<file path="src/rtl/tube_scan_ctrl.sv">
// Seven-segment tube scan scheduler: rotates a shared segment bus across
// the digits, blanks each slot briefly, and snapshots digits once per frame.
module tube_scan_ctrl #(
    parameter int NUM_DIG   = 4,
    parameter int SCAN_DIV  = 50000,
    parameter int BLANK_CYC = 16
) (
    input  logic                   clk,
    input  logic                   reset,
    input  logic                   en,
    input  logic [4*NUM_DIG-1:0]   din,
    input  logic [NUM_DIG-1:0]     dp,
    input  logic                   lz_en,
    output logic [NUM_DIG-1:0]     an,
    output logic [7:0]             seg,
    output logic                   frame_start
);

    localparam int CW = $clog2(SCAN_DIV);
    localparam int IW = $clog2(NUM_DIG);

    typedef enum logic [1:0] {IDLE, BLANK, SHOW} state_t;

    state_t               state, state_n;
    logic [CW-1:0]        cnt, cnt_n;
    logic [IW-1:0]        idx, idx_n;
    logic                 snap;
    logic [4*NUM_DIG-1:0] d_snap;
    logic [NUM_DIG-1:0]   b_snap, dp_snap, blank_n;
    logic                 lead;
    logic [3:0]           cur_d;
    logic [NUM_DIG-1:0]   an_n;
    logic [7:0]           seg_n;

    function automatic logic [6:0] dec(input logic [3:0] d);
        case (d)
            4'd0:    dec = 7'b1000000;
            4'd1:    dec = 7'b1111001;
            4'd2:    dec = 7'b0100100;
            4'd3:    dec = 7'b0110000;
            4'd4:    dec = 7'b0011001;
            4'd5:    dec = 7'b0010010;
            4'd6:    dec = 7'b0000010;
            4'd7:    dec = 7'b1111000;
            4'd8:    dec = 7'b0000000;
            4'd9:    dec = 7'b0010000;
            default: dec = 7'b0111111;
        endcase
    endfunction

    // Zeros above the first non-zero digit go dark; digit 0 always shows.
    always_comb begin
        blank_n = '0;
        lead    = 1'b1;
        for (int i = NUM_DIG - 1; i > 0; i--) begin
            lead       = lead && (din[4*i +: 4] == 4'd0);
            blank_n[i] = lz_en && lead;
        end
    end

    always_comb begin
        state_n = state;
        cnt_n   = cnt;
        idx_n   = idx;
        snap    = 1'b0;
        if (!en) begin
            state_n = IDLE;
            cnt_n   = '0;
            idx_n   = '0;
        end else if (state == IDLE) begin
            cnt_n   = '0;
            idx_n   = '0;
            snap    = 1'b1;
            state_n = (BLANK_CYC > 0) ? BLANK : SHOW;
        end else begin
            if (cnt == CW'(SCAN_DIV - 1)) begin
                cnt_n = '0;
                if (idx == IW'(NUM_DIG - 1)) begin
                    idx_n = '0;
                    snap  = 1'b1;
                end else begin
                    idx_n = idx + 1'b1;
                end
            end else begin
                cnt_n = cnt + 1'b1;
            end
            state_n = (int'(cnt_n) < BLANK_CYC) ? BLANK : SHOW;
        end
    end

    assign cur_d = d_snap[int'(idx)*4 +: 4];

    always_comb begin
        an_n  = '1;
        seg_n = 8'hFF;
        if (state == SHOW) begin
            an_n  = ~(NUM_DIG'(1) << idx);
            seg_n = {~dp_snap[idx], b_snap[idx] ? 7'h7F : dec(cur_d)};
        end
    end

    always_ff @(posedge clk) begin
        if (!reset) begin
            state       <= IDLE;
            cnt         <= '0;
            idx         <= '0;
            d_snap      <= '0;
            b_snap      <= '0;
            dp_snap     <= '0;
            an          <= '1;
            seg         <= 8'hFF;
            frame_start <= 1'b0;
        end else begin
            state       <= state_n;
            cnt         <= cnt_n;
            idx         <= idx_n;
            an          <= an_n;
            seg         <= seg_n;
            frame_start <= snap;
            if (snap) begin
                d_snap  <= din;
                b_snap  <= blank_n;
                dp_snap <= dp;
            end
        end
    end

endmodule

</file>
<file path="config.mk">
export PLATFORM = sky130hd
export DESIGN_NAME = tube_scan_ctrl
export DESIGN_NICKNAME = d
export VERILOG_FILES = /design/src/rtl/tube_scan_ctrl.sv
export SDC_FILE = /design/constraint.sdc
export NUM_CORES = 1
export LEC_CHECK = 0
export ABC_AREA = 1
export CAP_MARGIN = 0
export CORE_ASPECT_RATIO = 0.6
export CORE_UTILIZATION = 40
export CTS_CLUSTER_SIZE = 8
export DETAILED_ROUTE_END_ITERATION = 8
export DONT_BUFFER_PORTS = 1
export PLACE_DENSITY = 0.63
export SYNTH_ARGS = -nofsm -noshare
export SYNTH_HDL_FRONTEND = slang
export SYNTH_SLANG_ARGS = --single-unit
</file>
<file path="constraint.sdc">
create_clock -name clk -period 5.1 [get_ports clk]
set_input_delay 1.02 -clock clk [delete_from_list [all_inputs] [get_ports clk]]
set_output_delay 1.02 -clock clk [all_outputs]
set_load 0.1 [all_outputs]
</file>
# == After elaboration in Yosys (flattened, before gate mapping) ==
# Memories as Yosys holds them, arrays and structs flattened. A register that Yosys moved wholly into a read port is not among the register bits.
# Cells that the tools add are included.
# classes
n_addsub,2
magnitude_cmp,2
n_eq_ne,3
shift,2
mux,14
n_bitwise,5
n_reduce_logical,13
# op_table
cell,count
16-bit 2-to-1 mux,3
"16-bit by 1-bit adder with 16-bit output, second input constant",1
"16-bit == test, second input constant",1
"16-bit by 5-bit less-than comparator with 1-bit output, second input constant",1
16-bit by 5-bit variable part select with 4-bit output,1
4-bit logical NOT,3
1-bit 2-to-1 mux,7
3-bit OR reduction,2
1-bit logical AND,5
1-bit binary-select mux with 2-bit select,2
"2-bit == test, second input constant",2
2-bit 2-to-1 mux,2
1-bit inverter,4
4-bit inverter,1
2-bit AND reduction,2
"1-bit by 2-bit left shift with 4-bit output, first input constant",1
"2-bit by 3-bit less-than comparator with 1-bit output, second input constant",1
"2-bit by 1-bit adder with 2-bit output, second input constant",1
2-bit logical NOT,1
# word_totals
register_bits,49
mem_bits_ro,112
output_inout_bits,13
n_memories,1
# memory_table
name,depth,width,read_ports,rd_ports_with_merged_regs,wr,line,rtl
(no name shown),16,7,1,1,0,36,case (d)

# == Depth between registers and ports, before layout ==
# Gate-level depths: netlist (run 1).
# depth
depth_word,7
mapped_depth,12
mapped_depth_nobuf,12

# == Worst setup path after synthesis (run 1) ==
# Ideal clock, no wire load.
# synth_path
kind,register to output
startpoint,register an[0]
endpoint,output port an[0]
arrival_time_ns,0.909
required_time_ns,4.080
slack_ns,3.171
stages_incl_launch_ff,1
n_path_buf,0
cell_sequence,dfxtp_1
# synth_lines
element,line,rtl
from (decl),14,"output logic [NUM_DIG-1:0] an,"
from (signal assigned),117,an <= an_n;
# No word-level cell between the ends.

# == Worst setup path in the final report (run 1) ==
# layout_path
startpoint,register frame_start
endpoint,output port frame_start
# layout_lines
element,line,rtl
from (decl),16,output logic frame_start
from (signal assigned),119,frame_start <= snap;
# No word-level cell between the ends.

==> results_dict.tcl, run 1 <==
set metrics [dict create \
    slew_viol_final 0 \
    cts_tree "yes" \
    cts_hold_buf 0 \
    setup_violations 0 \
    tightest_slew_ns 0.955 \
    insertion_delay_ns 0.32 \
    n_fill_cell 671 \
    arrival_ns 1.29 \
    leakage_nw 1.11 \
    async_flop_share 0 \
    setup.worst_path.class "flip-flop to output pin" \
    wl_per_cell_um 12.7 \
    drtAntennaViolNets 0 \
    routed_wirelength_mm 5.71 \
    clk_pin_slew_ns 0.12 \
    final_cell_mix "nor2_1 (90), nand2_1 (77), dfxtp_1 (56), inv_1 (34), o21ai_0 (30)" \
    period_needed_ns 2.31 \
    synth-seq-cells 56 \
    grt_pass1_wl_mm 9.32 \
    hold_path.class "flip-flop to flip-flop" \
    ys_warn_count 0 \
    avgSynthCellArea_um2 7.08 \
    drv_cap 0 \
    syn_area_um2 2620 \
    place.gp.congestion 0.946 \
    grt_max_degree 27 \
    drt-initial-drc-count 198 \
    final_net_count 400 \
    core_area_um2 6220 \
    drc_errors 0 \
    grt_overflow 0 \
    cts_htree_levels 2 \
    synth_edf_count 0 \
    ys_types 32 \
    drt_pass1_iterations 5 \
    viasPerCell 4.88 \
    fin_crit_sh 0.453 \
    antenna_found_initial 0 \
    die_h_um 64.7 \
    synth_top_flop_cell "dfxtp_1" \
    synth_seq_area_share 0.428 \
    hold_viol_final 0 \
    cts-root-buf "clkbuf_8" \
    hold_depth 1 \
    syn_nets 404 \
    drive_gt1_frac 0.0518 \
    power.total_w 0.000770 \
    io_pins 37 \
    rsz0062_at_grt "false" \
    rows 22 \
    finClkSkew_ns 0.0171 \
    vias 2203 \
    endpoint_kind "output pin" \
    reg2regPathDepth 8 \
    grt_use_total 0.177 \
    power.density_nw_per_um2 280 \
    ir_drop_v 0.000118 \
    slew_headroom 0.363 \
    clock.fmax_mhz 433 \
    cts_num_sinks 56 \
    status "completed" \
    io_buffers 0 \
    worstSetupStartpointType "flip-flop" \
    cp_max_fo 1 \
    cts_buffers 5 \
    cts.path.max_buffers 2 \
    dp.final_hpwl_mm 4.41 \
    syn_inst 370 \
    syn_to_final_growth_pct 5.06 \
    die_w_um 106 \
    die-area_um2 6890 \
    final_common_cell "nor2_1" \
    required_ns 4.08 \
    tns_ns 0 \
    crit_cells 0 \
    grt_pass1_vias 1873 \
    postCtsSetupBuffers 0 \
    start_util 0.421 \
    diodes 0 \
    cts_resized 0 \
]
-- where the power goes --
| part | switching, W | leakage, nW | total, W | internal (W) |
|---|---|---|---|---|
| clock network | 0.000158 | 0.0463 | 0.000259 | 0.000101 |
| logic | 0.0000321 | 0.611 | 0.0000491 | 0.0000170 |
| registers | 0.0000114 | 0.457 | 0.000462 | 0.000451 |
-- flip-flops by register name, summed over array words and instances (netlist names) --
signal and flops:
frame_start 1, cnt 16, seg 8, idx 2
an 4, d_snap 16, b_snap 3, state 2
dp_snap 4
-- routing by layer --
layer / track usage / wire length [um] / up-vias
met2: 0.199 / 1920 / 64
met4: 0.0514 / 60 / 0
li1: - / - / 1167
met5: 0 / 0 / -
met1: 0.297 / 3290 / 964
met3: 0.0513 / 436 / 8
-- area by class of cell --
cell class,instances,area (um2),share of cell area
Tap cell,84,105,0.0382
Multi-Input combinational cell,268,1300,0.471
Sequential cell,56,1120,0.407
Clock buffer,5,68.8,0.0250
Inverter,35,133,0.0482
Clock inverter,3,27.5,0.0100
-- worst register-to-register path, cell delays in order (launching register included) --
cell and delay (ns):
dfxtp_1 0.62, inv_1 0.36, nand2_1 0.17, a32o_1 0.28, inv_1 0.10, ha_1 0.19
or2_2 0.30, o21ai_0 0.07, o21ai_0 0.08
-- worst paths after layout --
check | startpoint | end | slack, ns
setup / recovery | frame_start | frame_start | 2.79
hold / removal | cnt[0] | cnt[0] | 0.48
setup reg to reg | idx[0] | seg[6] | 2.80
hold reg to reg | cnt[0] | cnt[0] | 0.48
-- logic make-up after synthesis --
family / count (synthesis) / share of synthesized area
and+or+nand+nor: 203 / 0.319
AOI/OAI and AO/OA: 51 / 0.115
buffers and inverters: 46 / 0.0769
adders and majority gates: 10 / 0.0478
xor gates and xnor gates: 4 / 0.0134
DFF: 56 / 0.428
-- cells in the mapped netlist (3+ instances only) --
master | count | area (um2)
buf_2 | 3 | 15.0
clkbuf_1 | 3 | 11.3
nand4_1 | 5 | 31.3
inv_1 | 34 | 128
dfxtp_1 | 56 | 1120
ha_1 | 10 | 125
nand3_1 | 22 | 110
nor2_1 | 90 | 338
nand2_1 | 77 | 289
a21oi_1 | 9 | 45.0
o21ai_0 | 30 | 150
xor2_1 | 4 | 35.0
-- metrics by stage --
| stage | hold slack (ns) | setup slack (ns) | cells | instance area, um2 | util |
|---|---|---|---|---|---|
| 6_report | 0.475 | 2.79 | 451 | 2750 | 0.442 |
| 3_5_place_dp | 0.456 | 2.84 | 443 | 2660 | 0.427 |
| 2_1_floorplan | 0.430 | 3.17 | 370 | 2620 | - |
| 5_1_grt | 0.511 | 2.58 | 451 | 2750 | 0.442 |
| 4_1_cts | 0.480 | 2.78 | 451 | 2750 | 0.442 |
| 3_3_place_gp | 0.443 | 2.85 | 443 | 2660 | 0.427 |
Note: power is estimated with default switching activity, not from simulation.
==> run 2: changes to the inputs <==
--- a/config.mk
+++ b/config.mk
@@ -12,7 +12,7 @@
 export CTS_CLUSTER_SIZE = 8
 export DETAILED_ROUTE_END_ITERATION = 8
 export DONT_BUFFER_PORTS = 1
-export PLACE_DENSITY = 0.63
+export PLACE_DENSITY = 0.65
 export SYNTH_ARGS = -nofsm -noshare
 export SYNTH_HDL_FRONTEND = slang
 export SYNTH_SLANG_ARGS = --single-unit
==> constraint.sdc (replaced) <==
create_clock -name clk -period 1.9 [get_ports clk]
set_input_delay 0.38 -clock clk [delete_from_list [all_inputs] [get_ports clk]]
set_output_delay 0.38 -clock clk [all_outputs]
set_load 0.1 [all_outputs]
==> run 2 against run 1 <==
  * Clock power increased to 2.6 times the previous value
  * Sequential share of layout area decreased by 2.7 points
  * Wire length increased by 3.9%
  * Final cell count increased by 5.1%
  * Die area unchanged
  * Design area increased by 7.4%
  * Sequential cell count unchanged
  * Register-to-register slack got worse by 2.7 ns
  * Count of clock-buffer cells in the layout unchanged
  * Hold slack got worse by 0.29 ns
  * Largest cell class unchanged
  * Largest power group unchanged
  * Highest routed layer unchanged
==> results_dict.tcl, run 2 (synthesized netlist as in run 1, its figures left out) <==
set metrics [dict create \
    grt_max_degree 24 \
    start_util 0.421 \
    cts_tree "yes" \
    drt-initial-drc-count 273 \
    fin_util 0.475 \
    hold_start "reset" \
    critPathMaxStageDelay_ns 0.35 \
    routed_wirelength_mm 5.93 \
    tns_ns 0 \
    endpoint_kind "flip-flop" \
    multiInputGateArea_um2 1310 \
    final_cell_mix "nor2_1 (89), nand2_1 (77), dfxtp_1 (54), inv_1 (34), o21ai_0 (27)" \
    die-area_um2 6890 \
    drc_errors 0 \
    required_ns 2.15 \
    vias 2340 \
    pre_cts_slack_ns 0.0374 \
    cts_buffers 5 \
    place.gp.congestion 0.918 \
    crit_path_start "cnt[0]" \
    viasPerCell 4.94 \
    holdWs_ns 0.189 \
    drv_cap 0 \
    syn_to_final_growth_pct 12.8 \
    setup_violations 0 \
    dp.final_hpwl_mm 4.56 \
    grt_overflow 0 \
    cts_htree_levels 2 \
    ir_drop_v 0.000353 \
    top_regs "cnt (16), d_snap (16), seg (8)" \
    grt_use_total 0.179 \
    clk_pin_slew_ns 0.11 \
    cpMostUsedCell "nand3_1" \
    final_common_cell "nor2_1" \
    clock.fmax_mhz 568 \
    die_w_um 106 \
    rows 22 \
    fin_crit_sh 0.927 \
    slew_headroom 0.713 \
    io_pins 37 \
    grt_pass1_wl_mm 9.61 \
    pwr-share-clk 0.329 \
    diodes 0 \
    insertion_delay_ns 0.31 \
    die_h_um 64.7 \
    io_buffers 0 \
    slew_viol_final 0 \
    netSwitchingFraction 0.258 \
    tightest_slew_ns 0.430 \
    n_fill_cell 639 \
    cts_num_sinks 56 \
    period_needed_ns 1.76 \
    leakage_nw 1.23 \
    power_frac_seq 0.596 \
    worstSetupStartpointType "flip-flop" \
    regArea_um2 1120 \
    power_frac_comb 0.075 \
    drive_gt1_frac 0.121 \
    fin_ws_ns 0.139 \
    crit_chain "ha_2 > nand3_2 > nor2_4 > buf_4 > or2_2 > nand3_1 > nand2_1 > nor2_1 > nand3_1 > a21oi_1" \
    power_switching_w 0.000536 \
    finClkSkew_ns 0.0119 \
    cell_internal_pwr_w 0.00154 \
    grt_pass1_vias 1981 \
    drtAntennaViolNets 0 \
    cts-root-buf "clkbuf_8" \
    cp_max_fo 4 \
    arrival_ns 2.01 \
    antenna_found_initial 0 \
    hold_viol_final 0 \
    slowest_stage "dfxtp_2" \
    hold_path.class "primary input to flip-flop" \
    r2r-start "cnt[0]" \
    drt_pass1_iterations 5 \
    power.density_nw_per_um2 702 \
    core_area_um2 6220 \
    cts.path.max_buffers 2 \
    power.total_w 0.00207 \
    status "completed" \
    final_net_count 423 \
    setup.worst_path.class "flip-flop to flip-flop" \
    wl_per_cell_um 12.5 \
]
==> run 2: cell types whose count changed in the layout (fill, tap and decap cells not counted), moves of 2 or more <==
cell     before  now
o21ai_1       0    3
dfxtp_1      56   54
buf_4         0   22
o21ai_0      30   27
dfxtp_2       0    2
==> run 2: cell type report <==
| type | instances | area share |
|---|---|---|
| clock buffers | 5 | 0.0233 |
| repair buffers | 23 | 0.0627 |
| flip-flops and latches | 56 | 0.380 |
| well taps | 84 | 0.0356 |
| clock inverters | 3 | 0.00932 |
| multi-input cells | 268 | 0.443 |
| inverters | 35 | 0.0462 |
==> run 2: metrics by stage <==
step | cell area [um2] | std cells
floorplan | 2620 | 370
CTS | 2930 | 473
detailed placement | 2830 | 465
global placement | 2830 | 465
global route | 2950 | 474
finish | 2950 | 474
==> run 2: final timing paths <==
kind,end,cells after the start,slack (ns)
worst max register to register,state[0],10,0.14
worst min-delay path,d_snap[4],2,0.19
worst max-delay path,state[0],10,0.14
worst min register to register,cnt[0],1,0.44
==> run 2: power by group through the flow <==
stage,Clock [W],Sequential (W),Combinational (W)
floorplan,0,0.00126,0.000118
finish,0.000683,0.00124,0.000156
global placement,0,0.00126,0.000150
CTS,0.000704,0.00123,0.000153
detailed placement,0,0.00126,0.000153
global route,0.000756,0.00124,0.000182
==> run 2: worst max-delay path: cells and delay by family (launching register included) <==
family | cells | cell delay [ns]
adders and majority gates | 1 | 0.21
and+or+nand+nor | 7 | 0.87
buffers and inverters | 1 | 0.15
AOI/OAI and AO/OA | 1 | 0.13
DFF | 1 | 0.35
==> run 2: layer usage <==
metal	vias to the layer above	part of all wire	GRT usage
met4	0	0.0057	0.0360
met1	1038	0.55	0.297
li1	1220	-	-
met3	4	0.078	0.0443
met5	-	0	0
met2	78	0.36	0.221
==> run 2: what timing repair did <==
item | 4_1_cts | 5_1_grt
buffers inserted | 0 | 1
gates resized for setup | 0 | 11
hold buffers | 0 | 0
setup endpoints to repair | 0 | 27
==> run 3: changes to the inputs <==
--- a/config.mk
+++ b/config.mk
@@ -12,7 +12,7 @@
 export CTS_CLUSTER_SIZE = 8
 export DETAILED_ROUTE_END_ITERATION = 8
 export DONT_BUFFER_PORTS = 1
-export PLACE_DENSITY = 0.65
+export RECOVER_POWER = 25
 export SYNTH_ARGS = -nofsm -noshare
 export SYNTH_HDL_FRONTEND = slang
 export SYNTH_SLANG_ARGS = --single-unit
==> run 3 against run 2 <==
  * Clock skew fell by 0.0010 ns
  * Global-route usage rose by 0.84 points
  * Design area fell by 0.93%
  * Core utilization fell by 0.44 points
  * Via count fell by 0.13%
  * Sequential power barely moved
  * Hold slack got worse by 0.010 ns
  * Clock power barely moved
  * Final cell count rose by 0.63%
  * Critical path depth rose by 2
  * Maximum frequency fell by 1.5%
  * Setup slack got worse by 0.026 ns
==> results_dict.tcl, run 3 (synthesized netlist as in run 1, its figures left out) <==
set metrics [dict create \
    cts_htree_levels 2 \
    hold_depth 2 \
    cell_internal_pwr_w 0.00156 \
    drc_errors 0 \
    arrival_ns 2.02 \
    drv_cap 0 \
    antenna_found_initial 0 \
    viasPerCell 4.90 \
    diodes 0 \
    slowest_stage "dfxtp_2" \
    cts_num_sinks 56 \
    final_common_cell "nor2_1" \
    syn_to_final_growth_pct 11.8 \
    insertion_delay_ns 0.32 \
    regArea_um2 1120 \
    cts.path.max_buffers 2 \
    setup_violations 0 \
    grt_pass1_wl_mm 9.78 \
    required_ns 2.14 \
    cts_tree "yes" \
    io_buffers 0 \
    tightest_slew_ns 0.540 \
    routed_wirelength_mm 6.08 \
    wl_per_cell_um 12.8 \
    finClkSkew_ns 0.0109 \
    core_area_um2 6220 \
    cts_hold_buf 0 \
    status "completed" \
    leakage_nw 1.23 \
    vias 2337 \
    drt_pass1_iterations 4 \
    die_h_um 64.7 \
    die-area_um2 6890 \
    hold_start "reset" \
    final_net_count 426 \
    worstHoldEndpoint "dp_snap[3]" \
    r2r-end "state[1]" \
    cts-root-buf "clkbuf_8" \
    slew_viol_final 0 \
    worstSetupStartpointType "flip-flop" \
    place.gp.congestion 0.872 \
    fin_crit_sh 0.941 \
    drive_gt1_frac 0.127 \
    r2r-start "cnt[0]" \
    crit_chain "ha_2 > nand3_2 > buf_4 > nor2_4 > buf_4 > or2_2 > nand3_1 > nand2_1 > nor2_2 > nand3_1 > nand2_1 > inv_1" \
    io_pins 37 \
    endpoint_kind "flip-flop" \
    ir_drop_v 0.000386 \
    clock.fmax_mhz 560 \
    cts_buffers 5 \
    cp_max_fo 4 \
    post_dp_cell_area_um2 2840 \
    pwr-share-clk 0.330 \
    n_fill_cell 666 \
    instances_no_fill 477 \
    drtAntennaViolNets 0 \
    final_cell_mix "nor2_1 (88), nand2_1 (77), dfxtp_1 (53), inv_1 (34), o21ai_0 (29)" \
    period_needed_ns 1.79 \
    drt-initial-drc-count 220 \
    multiInputGateArea_um2 1300 \
    reg2regPathDepth 12 \
    worst-r2r-setup-slack_ns 0.11 \
    clk_pin_slew_ns 0.10 \
    hold_viol_final 0 \
    power.density_nw_per_um2 706 \
    rsz0062_at_grt "true" \
    die_w_um 106 \
    fin_util 0.470 \
    grt_overflow 0 \
    setup.worst_path.class "flip-flop to flip-flop" \
    critPathMaxStageDelay_ns 0.34 \
    start_util 0.421 \
    dp.final_hpwl_mm 4.63 \
    grt_use_total 0.188 \
    grt_max_degree 24 \
    hold_path.class "primary input to flip-flop" \
    slew_headroom 0.641 \
    power_switching_w 0.000510 \
    power_frac_seq 0.596 \
    grt_pass1_vias 1948 \
    placedCellCount 467 \
    final_cell_area_um2 2930 \
    rows 22 \
    power_frac_comb 0.074 \
    netSwitchingFraction 0.247 \
    top_regs "cnt (16), d_snap (16), seg (8)" \
]
run 3: worst max path at each step:
stage | depth (start not counted) | slack [ns] | to | from
finish | 12 | 0.11 | state[1] | cnt[0]
floorplan | 9 | 0.19 | seg[6] | idx[1]
detailed placement | 13 | 0.04 | state[1] | cnt[0]
global placement | 13 | 0.04 | state[1] | cnt[0]
global route | 9 | -0.003 | d_snap[2] | cnt[1]
CTS | 12 | 0.01 | state[0] | cnt[0]
run 3: layout make-up:
| cell class | instances | area share |
|---|---|---|
| multi-input cells | 268 | 0.445 |
| flip-flops and latches | 56 | 0.384 |
| repair buffers | 26 | 0.0560 |
| inverters | 35 | 0.0466 |
| well taps | 84 | 0.0359 |
| clock buffers | 6 | 0.0282 |
| clock inverters | 2 | 0.00342 |
run 3: repair_timing:
action / in CTS / in global routing
setup buffers: 1 / 1
setup endpoints to repair: 2 / 27
hold endpoints to repair: 0 / 0
pin swaps: 1 / 1
gates resized for setup: 0 / 9
run 3: metrics by stage:
| stage | hold slack (ns) | total power (W) | setup WS (ns) | TNS [ns] |
|---|---|---|---|---|
| finish | 0.178 | 0.00207 | 0.113 | 0 |
| global route | 0.173 | 0.00218 | -0.00273 | -0.00273 |
| CTS | 0.166 | 0.00209 | 0.0147 | 0 |
| detailed placement | 0.453 | 0.00141 | 0.0368 | 0 |
| global placement | 0.446 | 0.00141 | 0.0425 | 0 |
| floorplan | 0.430 | 0.00138 | 0.194 | 0 |
run 3: critical path: cells and delay by family, from the launching register on:
kind          cells  cell delay [ns]
simple gates      8             0.85
flops             1             0.34
buf+inv           3             0.31
fa+ha+maj         1             0.19
run 3: metal layers:
metal | part of all wire | global-route usage | vias up
met4 | 0.0090 | 0.0565 | 0
met3 | 0.081 | 0.0513 | 6
met2 | 0.35 | 0.217 | 73
met5 | 0 | 0 | -
li1 | - | - | 1219
met1 | 0.56 | 0.311 | 1039
run 3: power groups by stage:
stage | Sequential, W | Combinational (W) | Clock (W)
6_report | 0.00123 | 0.000153 | 0.000683
5_1_grt | 0.00124 | 0.000177 | 0.000765
4_1_cts | 0.00123 | 0.000152 | 0.000708
3_5_place_dp | 0.00126 | 0.000151 | 0
3_3_place_gp | 0.00126 | 0.000149 | 0
2_1_floorplan | 0.00126 | 0.000118 | 0
